==> src/rtl/button_event_gen.sv <==
// button_event_gen: turns a debounced button level into press/release/short/long/repeat pulses.
module button_event_gen #(
  parameter int LONG_CYCLES   = 50000000,
  parameter int REPEAT_CYCLES = 12500000,
  parameter int CNT_W         = 26
) (
  input  logic clk,
  input  logic rst_n,
  input  logic btn_level,
  input  logic repeat_en,
  output logic press_pulse,
  output logic release_pulse,
  output logic short_pulse,
  output logic long_pulse,
  output logic repeat_pulse,
  output logic held
);
  typedef enum logic [1:0] {LOCKOUT, IDLE, PRESSED, HELD} state_t;
  localparam logic [CNT_W-1:0] LONG_T = CNT_W'(LONG_CYCLES - 1);
  localparam logic [CNT_W-1:0] REP_T  = CNT_W'(REPEAT_CYCLES - 1);
  state_t state_q, state_d;
  logic [CNT_W-1:0] press_cnt_q, press_cnt_d, rep_cnt_q, rep_cnt_d;
  logic press_q, press_d, release_q, release_d, short_q, short_d;
  logic long_q, long_d, repeat_q, repeat_d, held_q, held_d;
  always_comb begin
    state_d     = state_q;
    press_cnt_d = press_cnt_q;
    rep_cnt_d   = rep_cnt_q;
    press_d     = 1'b0;
    release_d   = 1'b0;
    short_d     = 1'b0;
    long_d      = 1'b0;
    repeat_d    = 1'b0;
    case (state_q)
      LOCKOUT: state_d = btn_level ? LOCKOUT : IDLE;
      IDLE: if (btn_level) begin
        state_d     = PRESSED;
        press_cnt_d = CNT_W'(1);
        press_d     = 1'b1;
      end
      PRESSED: if (!btn_level) begin
        state_d   = IDLE;
        release_d = 1'b1;
        short_d   = 1'b1;
      end else if (press_cnt_q == LONG_T) begin
        state_d   = HELD;
        long_d    = 1'b1;
        rep_cnt_d = '0;
      end else begin
        press_cnt_d = press_cnt_q + 1'b1;
      end
      HELD: if (!btn_level) begin
        state_d   = IDLE;
        release_d = 1'b1;
      end else if (rep_cnt_q == REP_T) begin
        // counter runs regardless of repeat_en so the cadence phase survives gating
        rep_cnt_d = '0;
        repeat_d  = repeat_en;
      end else begin
        rep_cnt_d = rep_cnt_q + 1'b1;
      end
      default: state_d = LOCKOUT;
    endcase
    held_d = (state_d == HELD);
  end
  always_ff @(posedge clk) begin
    if (!rst_n) begin
      state_q     <= LOCKOUT;
      press_cnt_q <= '0;
      rep_cnt_q   <= '0;
      press_q     <= 1'b0;
      release_q   <= 1'b0;
      short_q     <= 1'b0;
      long_q      <= 1'b0;
      repeat_q    <= 1'b0;
      held_q      <= 1'b0;
    end else begin
      state_q     <= state_d;
      press_cnt_q <= press_cnt_d;
      rep_cnt_q   <= rep_cnt_d;
      press_q     <= press_d;
      release_q   <= release_d;
      short_q     <= short_d;
      long_q      <= long_d;
      repeat_q    <= repeat_d;
      held_q      <= held_d;
    end
  end
  assign press_pulse   = press_q;
  assign release_pulse = release_q;
  assign short_pulse   = short_q;
  assign long_pulse    = long_q;
  assign repeat_pulse  = repeat_q;
  assign held          = held_q;
endmodule

==> config.mk <==
export PLATFORM = sky130hd
export DESIGN_NAME = button_event_gen
export DESIGN_NICKNAME = d
export VERILOG_FILES = /design/src/rtl/button_event_gen.sv
export SDC_FILE = /design/constraint.sdc
export NUM_CORES = 1
export LEC_CHECK = 0
export ABC_AREA = 1
export CAP_MARGIN = 0
export CORE_UTILIZATION = 41
export DETAILED_ROUTE_END_ITERATION = 8
export PLACE_DENSITY = 0.66
export SYNTH_ARGS = -nofsm -noshare
export SYNTH_HDL_FRONTEND = slang
export SYNTH_SLANG_ARGS = --single-unit
==> constraint.sdc <==
create_clock -name clk -period 2.3 [get_ports clk]
set_input_delay 0.23 -clock clk [delete_from_list [all_inputs] [get_ports clk]]
set_output_delay 0.23 -clock clk [all_outputs]
set_load 0.02 [all_outputs]
# == Word level (Yosys, flattened, before mapping) ==
# Index checks and enable logic that the tools add are counted.
# word_totals
ff_bits,60
# classes
addsub,2
n_eq_ne,11
muxes,18
reduce_logical,11
# op_table
cell,n
$mux 26,7
$pmux 26 s2,2
$add 26x1->26 const B,2
$eq 26x24->1 const B,1
$eq 26x26->1 const B,1
$reduce_and 4->1,3
$ne 2x2->1 const B,5
$mux 2,4
$pmux 2 s4,1
$eq 2x2->1 const B,3
$reduce_and 2->1,3
$mux 1,4
$reduce_bool 2->1,2
$reduce_and 3->1,1
$eq 2x1->1 const B,1
$logic_not 2->1,1
$reduce_or 2->1,1

# == Logic depth before layout (Yosys ltp) ==
# Gate-level depths: netlist of the first run.
# depth
word_depth,5
mapped_depth,12
depth_no_buf,12

# == Worst setup path before layout of the first run ==
# Ideal clock, no wire load.
# synth_path
path_kind,register -> register
start,register press_cnt_q[1]
end,register rep_cnt_q[17]
setup_ps,115
arrival_time_ps,1636
setup_slack_ps,549
path_stages_with_launch,12
synth_period_minus_slack_ps,1751
path_cell_list,dfxtp_1 > ha_1 > nand2_1 > nor2_4 > inv_2 > nor2_4 > nand3_4 > nand2_2 > nand2_4 > buf_2 > a21oi_1 > nor2_1
# synth_via
elab_chain_len,3
# synth_lines
element,line_no,rtl
"start, declared",22,"logic [CNT_W-1:0] press_cnt_q, press_cnt_d, rep_cnt_q, rep_cnt_d;"
"start signal, assigned",79,press_cnt_q <= press_cnt_d;
$eq 26x26->1,45,end else if (press_cnt_q == LONG_T) begin
$ne 2x2->1 (no source line),-,
$reduce_and 4->1 (no source line),-,
"end signal, assigned",80,rep_cnt_q <= rep_cnt_d;
"end, declared",22,
# Every way passes these cells.
# A chain may end at the register's enable or synchronous reset.

# == Worst setup path in the final report of the first run ==
# layout_path
start,register rep_cnt_q[0]
end,register rep_cnt_q[20]
# layout_via
elab_chain_len,4
# layout_lines
element,line_no,rtl
$add 26x1->26 or $eq 26x24->1 (tied branches),"60, 55",
$mux 26 *,55,end else if (rep_cnt_q == REP_T) begin
$mux 26 *,52,HELD: if (!btn_level) begin
$pmux 26 s2 *,34,case (state_q)
# Every way passes the cells marked *; elsewhere a longest branch is shown, timed or not. The select of a mux whose other input is x is not followed.

==> out/results.tsv, run 1 <==
stage	metric	value	unit
status	status	finished, final reports clean	
floorplan	Die Width	102	um
placed_design	number of buffers added on ports	9	
floorplan	# rows	35	
floorplan	chip height	102	um
clock_tree	CTS resizes	0	
synth	yosys warns	0	
global_route	remaining global-route overflow	0	
synth	dominant synthesized flop cell	dfxtp_1	
floorplan	core outline area	9420	um2
finish	layout cell share with drive strength beyond 1	0.0943	
critical_path	crit end category	flop	
route	per-cell routed wire length	12.5	um
power	Worst VDD drop	0.000288	V
sta	final worst setup slack	0.333	ns
clock_tree	CTS H-tree depth	3	
clock_tree	Hold Buf Count CTS	0	
synth	Synth Register Bits	60	
route	Post-route DRC	0	
sta	Worst-Margin Slew	0.399	ns
clock_tree	CTS Sinks	60	
synth	Yosys top cell by area	dfxtp_1	
route	remaining antenna violation count after routing	0	
global_route	antenna violations before repair	0	
critical_path	nature of the critical path startpoint	flop	
critical_path	Top delay family on crit path	simple AND/OR/NAND/NOR gates	
clock_tree	worst skew pair latency	0.35	ns
critical_path	most frequent CP cell	nand2_1	
synth	EDFF count, synth	0	
critical_path	Worst EP arrival	2.21	ns
synth	sequential share of the synthesized area	0.295	
job	MaxCap Viol Count	0	
clock_tree	clock root cell	clkbuf_8	
route	final wirelength	10600	um
synth	syn avg cell area	5.78	um2
global_route	total track usage	0.227	
global_route	largest net degree at the start of global routing	31	
floorplan	Die Area	10300	um2
sta	Setup-failing EPs final	0	
sta	clock skew	0.0134	ns
critical_path	CP Class	reg2reg	
critical_path	Max FO, Critical Path	5	
global_route	first-pass GRT wire length	18200	um
power	Tot Pwr	2.02	mW
sta	RSZ-0062 raised after global routing	false	
global_route	vias in the first global route	3843	
sta	final hold slack	0.429	ns
finish	Design Area, Final	4490	um2
finish	area added between synthesis and finish	10.4	%
synth	Yosys top cell area share	0.295	
sta	f_max	508	MHz
route	via/cell ratio	5.00	
clock_tree	CTS tree	yes	
clock_tree	total setup buffers inserted after CTS	0	
clock_tree	Worst-path clk slew	0.08	ns
sta	final-report hold violation count	0	
route	Initial DRC Count	348	
clock_tree	Clock Path Buffers	2	
finish	Layout Cells excl Fill	850	
finish	Total Nets Final	722	
synth	Synth Cell Area	4070	um2
placed_design	placed insts	834	
critical_path	Slowest Stage Delay on Critical Path	0.42	ns
sta	Final min period	1.97	ns
synth	asr flop ratio synth	0	
route	Via Count	4248	
critical_path	Critical Path RT	2.54	ns
floorplan	initial core utilization	0.432	
critical_path	slowest CP cell	dfxtp_1	
synth	top cells by area, synth	dfxtp_1 (30%), nand2_1 (19%), nor2_1 (15%)	
power	Power Dens Cells	450	nW/um2
synth	Mapped Cells	704	
placed_design	worst slack, placed	0.350	ns
critical_path	Worst Path Buf+Inv	0	
synth	Netlist cell types	31	
sta	Max transition margin	0.734	
power	static leakage power	1.55	nW
placed_design	placed cell areas	4320	um2
finish	final core utilization	0.477	
clock_tree	TritonCTS buffer count	9	
sta	TNS Setup	0	ns
worst_hold_path	Hold WC Path Type	in2reg	
placed_design	DPL Wire Length	7740	um
finish	diode count	0	
critical_path	crit-path cells	ha_1 -> nand2_1 -> nor2_1 -> nand2_1 -> nor2_1 -> nand2_1 -> nor2_1 -> nand2_1 -> nand2_1 -> nand2_1 -> nand2_1 -> nor2_1	
sta	fin. max-slew vios	0	
placed_design	routability congestion estimate	0.944	
synth	Mapped Nets	710	
route	drt pass-1 iters	5	
floorplan	I/O Pins	10	
sta	Period Utilization, post-route	0.855	
-- state kept, by name, summed over array words and instances, names as in the netlist --
signal         count
repeat_pulse       1
press_cnt_q       26
long_pulse         1
rep_cnt_q         26
state_q            2
short_pulse        1
held               1
release_pulse      1
press_pulse        1
-- cell usage after synthesis, types with 2 or more instances --
library cell,count
o21ai_0,9
inv_2,8
nor2_1,165
buf_6,3
nor2_4,4
nand3_1,65
a21oi_1,19
o21ai_1,2
buf_2,8
nand2_1,207
nand4_1,8
dfxtp_1,60
xnor2_1,2
nand2_2,13
a21oi_2,9
ha_1,2
inv_1,70
nor4_1,2
o21bai_1,4
xor2_1,11
buf_4,2
nor3_1,14
clkbuf_1,9
-- cell type report --
class | count | area [um2]
clock buffer | 9 | 124
clock inverter | 7 | 51.3
timing repair buffer | 23 | 208
inverter | 79 | 297
multi-input combinational | 543 | 2450
sequential | 60 | 1200
tap | 129 | 161
fill | 987 | 4920
-- report_power, final --
part | switching [mW] | internal [mW] | total [mW] | leakage [nW]
clock | 0.482 | 0.396 | 0.878 | 0.0860
sequential | 0.00414 | 1.04 | 1.05 | 0.484
combinational | 0.0693 | 0.0269 | 0.0962 | 0.985
total | 0.556 | 1.46 | 2.02 | 1.55
-- tightest hold or removal path: stages --
cell and delay [ns]:
clkdlybuf4s50_1 0.40, nand2_1 0.07, nor3_1 0.04
-- cells by family after synthesis --
| family | Yosys count | share of synthesized area |
|---|---|---|
| AOI/OAI and AO/OA | 45 | 0.0692 |
| xor gates and xnor gates | 13 | 0.0280 |
| adders and majority gates | 2 | 0.00615 |
| buffers and inverters | 101 | 0.103 |
| DFF | 60 | 0.295 |
| and+or+nand+nor | 483 | 0.499 |
-- placed cells by master, fill, tap and decap left out, drive strengths merged --
master,Yosys,routed
clkinvlp,0,2
and3,1,1
nand4,8,8
clkinv,1,4
nor3b,1,1
nor4,2,2
inv,78,80
xor2,11,11
xnor2,2,2
ha,2,2
a21oi,29,29
clkbuf,9,9
a31oi,1,1
clkdlybuf4s50,0,9
buf,13,14
nor2,170,170
nand3,66,66
o21bai,4,4
nor3,14,14
dfxtp,60,60
o21ai,11,11
nand2,221,221
-- per-layer routing --
| metal | track usage | part of all wire | up-vias | wire length [um] |
|---|---|---|---|---|
| met5 | 0 | 0 | - | 0 |
| met4 | 0.0858 | 0.018 | 0 | 195 |
| met3 | 0.0414 | 0.061 | 17 | 648 |
| met2 | 0.349 | 0.43 | 141 | 4570 |
| met1 | 0.315 | 0.49 | 1878 | 5190 |
| li1 | - | - | 2212 | - |
-- worst paths after layout --
check                                             startpoint                           end  slack, ns  depth (start not counted)
worst max register to register     rep_cnt_q[0]$_SDFFE_PN0P_    rep_cnt_q[20]$_SDFFE_PN0P_       0.33                         12
worst min-delay path                               repeat_en       repeat_pulse$_SDFF_PN0_       0.43                          3
worst max-delay path               rep_cnt_q[0]$_SDFFE_PN0P_    rep_cnt_q[20]$_SDFFE_PN0P_       0.33                         12
worst min register to register  press_cnt_q[10]$_SDFFE_PN0P_  press_cnt_q[10]$_SDFFE_PN0P_       0.51                          2
No activity file was read; power rests on OpenSTA's default activity.
==> run 2, diff against run 1 <==
- RECOVER_POWER: unset -> 50
==> run 2 against run 1 <==
Critical path depth down 7. Final area is 0.31% lower. Hold slack lost 0.0015 ns. Critical endpoint is now rep_cnt_q[0]$_SDFFE_PN0P_. Largest cell class unchanged. Highest routed layer unchanged.
==> out/results.tsv, run 2 (synthesis results as in run 1) <==
stage	metric	value	unit	change
sta	Final min period	2.16	ns	was 1.97 ns
finish	register area	1200	um2	unchanged
critical_path	reg2reg end	rep_cnt_q[20]$_SDFFE_PN0P_		unchanged
floorplan	core outline area	9420	um2	unchanged
route	drt pass-1 iters	5		unchanged
route	via/cell ratio	4.98		was 5.00
sta	clock skew	0.0128	ns	was 0.0134 ns
clock_tree	CTS H-tree depth	3		unchanged
critical_path	CP Class	in2reg		was reg2reg
global_route	antenna violations before repair	0		unchanged
clock_tree	Hold Buf Count CTS	0		unchanged
critical_path	worst reg2reg path startpoint	rep_cnt_q[0]$_SDFFE_PN0P_		unchanged
finish	most common cell after layout, fill and taps aside	nand2_1		unchanged
critical_path	Top delay family on crit path	buffers and inverters		was simple AND/OR/NAND/NOR gates
power	Tot Pwr	2.02	mW	about the same
sta	Max transition margin	0.299		was 0.734
sta	f_max	464	MHz	was 508 MHz
route	Initial DRC Count	348		unchanged
critical_path	nature of the critical path startpoint	input pin		was flop
power	Power Dens Cells	450	nW/um2	about the same
global_route	largest net degree at the start of global routing	31		unchanged
sta	fin. max-slew vios	0		unchanged
finish	Fillers	989		was 987
clock_tree	CTS tree	yes		unchanged
status	status	finished, final reports clean		unchanged
sta	TNS Setup	0	ns	unchanged
global_route	remaining global-route overflow	0		unchanged
floorplan	chip height	102	um	unchanged
route	Via Count	4234		was 4248
critical_path	Worst EP arrival	2.40	ns	was 2.21 ns
sta	Setup-failing EPs final	0		unchanged
floorplan	Die Area	10300	um2	unchanged
clock_tree	worst skew pair latency	0.35	ns	about the same
sta	RSZ-0062 raised after global routing	false		unchanged
placed_design	number of buffers added on ports	9		unchanged
critical_path	crit end category	flop		unchanged
finish	most frequent cells in the layout	nand2_1 (207), nor2_1 (165), inv_1 (70)		unchanged
worst_hold_path	worst hold path startpoint	repeat_en		unchanged
worst_hold_path	Hold WC Path Type	in2reg		unchanged
power	static leakage power	1.56	nW	was 1.55 nW
clock_tree	total setup buffers inserted after CTS	0		unchanged
worst_hold_path	WHS Path Cells	3		unchanged
floorplan	I/O Pins	10		unchanged
clock_tree	CTS resizes	0		unchanged
power	Worst VDD drop	0.000287	V	was 0.000288 V
route	Post-route DRC	0		unchanged
critical_path	R2R Setup Slk	0.29	ns	was 0.33 ns
clock_tree	CTS Sinks	60		unchanged
critical_path	R2R cell count	11		was 12
sta	final-report hold violation count	0		unchanged
sta	Worst-Margin Slew	1.05	ns	was 0.399 ns
floorplan	# rows	35		unchanged
clock_tree	clock root cell	clkbuf_8		unchanged
route	remaining antenna violation count after routing	0		unchanged
finish	diode count	0		unchanged
global_route	vias in the first global route	3843		unchanged
clock_tree	TritonCTS buffer count	9		unchanged
global_route	total track usage	0.227		unchanged
finish	area of the multi-input gates	2440	um2	was 2450 um2
finish	layout cell share with drive strength beyond 1	0.0929		was 0.0943
worst_hold_path	hold endpoint	repeat_pulse$_SDFF_PN0_		unchanged
floorplan	Die Width	102	um	unchanged
critical_path	Max FO, Critical Path	21		was 5
placed_design	worst slack, placed	0.350	ns	unchanged
finish	Total Nets Final	722		unchanged
critical_path	crit-path cells	dlygate4sd3_1 -> clkbuf_1 -> nand2_2 -> o21ai_0 -> nor2_1		was ha_1 -> nand2_1 -> nor2_1 -> nand2_1 -> nor2_1 -> nand2_1 -> nor2_1 -> nand2_1 -> nand2_1 -> nand2_1 -> nand2_1 -> nor2_1
route	per-cell routed wire length	12.5	um	about the same
clock_tree	Clock Path Buffers	2		unchanged
finish	top flop regs	press_cnt_q: 26 flops, rep_cnt_q: 26 flops, state_q: 2 flops		unchanged
global_route	first-pass GRT wire length	18200	um	unchanged
placed_design	DPL Wire Length	7740	um	unchanged
finish	area added between synthesis and finish	10.0	%	was 10.4%
placed_design	routability congestion estimate	0.944		unchanged
critical_path	Slowest Stage Delay on Critical Path	0.79	ns	was 0.42 ns
clock_tree	Worst-path clk slew	0.08	ns	about the same
floorplan	initial core utilization	0.432		unchanged
critical_path	Worst Path Buf+Inv	2		was 0
sta	Period Utilization, post-route	0.937		was 0.855
critical_path	Critical Path RT	2.54	ns	about the same
route	final wirelength	10600	um	about the same
sta	final worst setup slack	0.144	ns	was 0.333 ns
job	MaxCap Viol Count	0		unchanged
critical_path	slowest CP cell	clkbuf_1		was dfxtp_1
run 2: per-layer routing:
| layer | global-route usage | routed length (um) | part of all wire | vias up |
|---|---|---|---|---|
| met4 | 0.0858 | 178 | 0.017 | 0 |
| met3 | 0.0414 | 631 | 0.059 | 14 |
| met5 | 0 | 0 | 0 | - |
| met1 | 0.315 | 5270 | 0.49 | 1886 |
| met2 | 0.349 | 4570 | 0.43 | 127 |
| li1 | - | - | - | 2207 |
run 2: area by class of cell:
cell class,count,share of cell area
clock buffer,9,0.0277
clock inverter,7,0.0115
inverter,79,0.0662
multi-input combinational,543,0.546
sequential,60,0.268
tap,129,0.0360
timing repair buffer,23,0.0444
run 2: power breakdown:
part	switching, mW	internal, mW
Sequential	0.00401	1.04
Combinational	0.0689	0.0241
Clock	0.481	0.396
Total	0.554	1.46
run 2: worst register-to-register path, delay by kind of cell, from the launching register on:
kind | cells | cell delay, ns
DFF | 1 | 0.42
adders and majority gates | 1 | 0.20
and+or+nand+nor | 9 | 1.29
buffers and inverters | 1 | 0.04
run 2: worst max-delay path by stage:
stage | startpoint | to | slack [ns] | depth (start not counted)
floorplan | press_cnt_q[1]$_SDFFE_PN0P_ | rep_cnt_q[17]$_SDFFE_PN0P_ | 0.55 | 11
global placement | rep_cnt_q[0]$_SDFFE_PN0P_ | rep_cnt_q[20]$_SDFFE_PN0P_ | 0.39 | 12
detailed placement | press_cnt_q[0]$_SDFFE_PN0P_ | rep_cnt_q[20]$_SDFFE_PN0P_ | 0.35 | 11
CTS | press_cnt_q[1]$_SDFFE_PN0P_ | rep_cnt_q[20]$_SDFFE_PN0P_ | 0.34 | 11
global route | press_cnt_q[1]$_SDFFE_PN0P_ | press_cnt_q[11]$_SDFFE_PN0P_ | 0.06 | 11
finish | btn_level | rep_cnt_q[0]$_SDFFE_PN0P_ | 0.14 | 5
run 2: per-stage QoR:
step | std cells | hold WS, ns | utilization | instance area [um2]
after floorplan | 704 | 0.347 | - | 4070
after global placement | 834 | 0.486 | 0.458 | 4320
after detailed placement | 834 | 0.495 | 0.458 | 4320
after CTS | 850 | 0.413 | 0.477 | 4490
after global routing | 850 | 0.421 | 0.476 | 4480
final | 850 | 0.427 | 0.476 | 4480
==> run 3, diff against run 2 <==
- CORE_MARGIN: unset -> 4
- CTS_CLUSTER_DIAMETER: unset -> 100
==> run 3 against run 2 <==
Clock power is 22% higher. Sequential power hardly changed. Non-clock buffer count is 2 higher. Setup slack better by 0.11 ns. Combinational power hardly changed. Utilization is 1.0 points lower. Wire length is 1.9% higher. Critical path type unchanged. Largest cell class unchanged. Largest power group is now clock.
==> out/results.tsv, run 3 (synthesis results as in run 1) <==
stage	metric	value	unit	change
global_route	antenna violations before repair	0		unchanged
status	status	finished, final reports clean		unchanged
clock_tree	CTS Sinks	60		unchanged
route	Metal-1 WL	5410	um	was 5270 um
power	Worst VDD drop	0.000291	V	was 0.000287 V
route	Post-route DRC	0		unchanged
route	top layer in use	met4		unchanged
route	Initial DRC Count	327		was 348
route	per-cell routed wire length	12.7	um	was 12.5 um
critical_path	Critical Path RT	2.56	ns	was 2.54 ns
finish	final core utilization	0.466		was 0.476
finish	most frequent cells in the layout	nand2_1 (207), nor2_1 (165), inv_1 (70)		unchanged
finish	most common cell after layout, fill and taps aside	nand2_1		unchanged
clock_tree	CTS tree	yes		unchanged
critical_path	Max FO, Critical Path	21		unchanged
worst_hold_path	WHS Path Cells	3		unchanged
global_route	vias in the first global route	3788		was 3843
route	met3 WL	569	um	was 631 um
power	static leakage power	1.60	nW	was 1.56 nW
sta	Worst-Margin Slew	1.17	ns	was 1.05 ns
finish	Fillers	1066		was 989
floorplan	Die Width	108	um	was 102 um
critical_path	R2R cell count	10		was 11
sta	Period Utilization, post-route	0.890		was 0.937
clock_tree	CTS H-tree depth	3		unchanged
sta	clock skew	0.0130	ns	was 0.0128 ns
critical_path	R2R Setup Slk	0.27	ns	was 0.29 ns
clock_tree	CTS resizes	0		unchanged
critical_path	nature of the critical path startpoint	input pin		unchanged
critical_path	Worst EP arrival	2.31	ns	was 2.40 ns
global_route	remaining global-route overflow	0		unchanged
sta	Final min period	2.05	ns	was 2.16 ns
sta	RSZ-0062 raised after global routing	false		unchanged
placed_design	number of buffers added on ports	9		unchanged
sta	Max transition margin	0.221		was 0.299
floorplan	I/O Pins	10		unchanged
route	Via Count	4269		was 4234
clock_tree	Clock Path Buffers	2		unchanged
floorplan	core outline area	9730	um2	was 9420 um2
global_route	total track usage	0.198		was 0.227
sta	fin. max-slew vios	0		unchanged
sta	f_max	488	MHz	was 464 MHz
critical_path	worst reg2reg path startpoint	press_cnt_q[1]$_SDFFE_PN0P_		was rep_cnt_q[0]$_SDFFE_PN0P_
clock_tree	worst skew pair latency	0.37	ns	was 0.35 ns
power	Tot Pwr	2.21	mW	was 2.02 mW
worst_hold_path	Hold WC Path Type	in2reg		unchanged
sta	final-report hold violation count	0		unchanged
route	final wirelength	10900	um	was 10600 um
finish	top flop regs	press_cnt_q: 26 flops, rep_cnt_q: 26 flops, state_q: 2 flops		unchanged
placed_design	DPL Wire Length	7940	um	was 7740 um
finish	diode count	0		unchanged
floorplan	initial core utilization	0.418		was 0.432
global_route	first-pass GRT wire length	18200	um	about the same
clock_tree	Hold Buf Count CTS	0		unchanged
sta	TNS Setup	0	ns	unchanged
route	remaining antenna violation count after routing	0		unchanged
global_route	largest net degree at the start of global routing	28		was 31
route	drt pass-1 iters	5		unchanged
sta	Setup-failing EPs final	0		unchanged
route	wire length on met2	4720	um	was 4570 um
finish	area added between synthesis and finish	11.3	%	was 10.0%
worst_hold_path	hold endpoint	repeat_pulse$_SDFF_PN0_		unchanged
floorplan	Die Area	11600	um2	was 10300 um2
critical_path	CP Class	in2reg		unchanged
power	Power Dens Cells	488	nW/um2	was 450 nW/um2
floorplan	# rows	36		was 35
clock_tree	TritonCTS buffer count	9		unchanged
worst_hold_path	worst hold path startpoint	repeat_en		unchanged
placed_design	routability congestion estimate	0.962		was 0.944
job	MaxCap Viol Count	0		unchanged
finish	Total Nets Final	724		was 722
floorplan	chip height	108	um	was 102 um
route	via/cell ratio	4.99		was 4.98
clock_tree	clock root cell	clkbuf_8		unchanged
clock_tree	total setup buffers inserted after CTS	0		unchanged
clock_tree	Worst-path clk slew	0.08	ns	about the same
critical_path	crit end category	flop		unchanged
finish	Layout Cells excl Fill	856		was 850
finish	layout cell share with drive strength beyond 1	0.0954		was 0.0929
placed_design	placed insts	840		was 834
critical_path	reg2reg end	rep_cnt_q[8]$_SDFFE_PN0P_		was rep_cnt_q[20]$_SDFFE_PN0P_
## run 3: cell types whose count changed in the layout (fill, tap and decap cells not counted), sizes merged
cell	previous run	this run
bufinv	0	2
buf	11	13
dlygate4sd3	7	8
clkdlybuf4s50	2	1
clkinv	4	5
clkinvlp	2	1
inv	80	78
## run 3: through the flow
step / area (um2) / hold WS (ns) / worst slack, ns
3_5_place_dp: 4320 / 0.492 / 0.306
6_report: 4530 / 0.475 / 0.252
4_1_cts: 4540 / 0.450 / 0.299
5_1_grt: 4530 / 0.474 / 0.0563
3_3_place_gp: 4320 / 0.486 / 0.379
2_1_floorplan: 4070 / 0.347 / 0.549
## run 3: report_power, final
| part | switching (mW) | leakage [nW] | internal (mW) |
|---|---|---|---|
| clock | 0.467 | 0.109 | 0.605 |
| combinational | 0.0690 | 1.01 | 0.0238 |
| sequential | 0.00422 | 0.484 | 1.04 |
## run 3: how the worst max path moves through the flow
stage | start | end | slack, ns
2_1_floorplan | press_cnt_q[1]$_SDFFE_PN0P_ | rep_cnt_q[17]$_SDFFE_PN0P_ | 0.55
3_3_place_gp | press_cnt_q[0]$_SDFFE_PN0P_ | rep_cnt_q[0]$_SDFFE_PN0P_ | 0.38
3_5_place_dp | press_cnt_q[1]$_SDFFE_PN0P_ | rep_cnt_q[8]$_SDFFE_PN0P_ | 0.31
4_1_cts | press_cnt_q[1]$_SDFFE_PN0P_ | rep_cnt_q[8]$_SDFFE_PN0P_ | 0.30
5_1_grt | press_cnt_q[1]$_SDFFE_PN0P_ | rep_cnt_q[24]$_SDFFE_PN0P_ | 0.06
6_report | btn_level | rep_cnt_q[0]$_SDFFE_PN0P_ | 0.25
## run 3: area by class of cell
class	count	area (um2)	share of cell area
Timing Repair Buffer	25	201	0.0445
Tap cell	133	166	0.0367
Inverter	79	297	0.0655
Multi-Input combinational cell	543	2450	0.541
Clock inverter	7	91.3	0.0202
Sequential cell	60	1200	0.265
Clock buffer	9	124	0.0273
## run 3: worst max-delay path: stages
cell,delay [ns]
dlygate4sd3_1,0.58
clkbuf_1,0.88
nand2_4,0.31
o21ai_0,0.24
nor2_1,0.06
## run 3: routing by layer
layer / global-route usage / vias up
li1: - / 2219
met1: 0.277 / 1931
met2: 0.304 / 104
met3: 0.0432 / 15
met4: 0.0604 / 0
met5: 0 / -
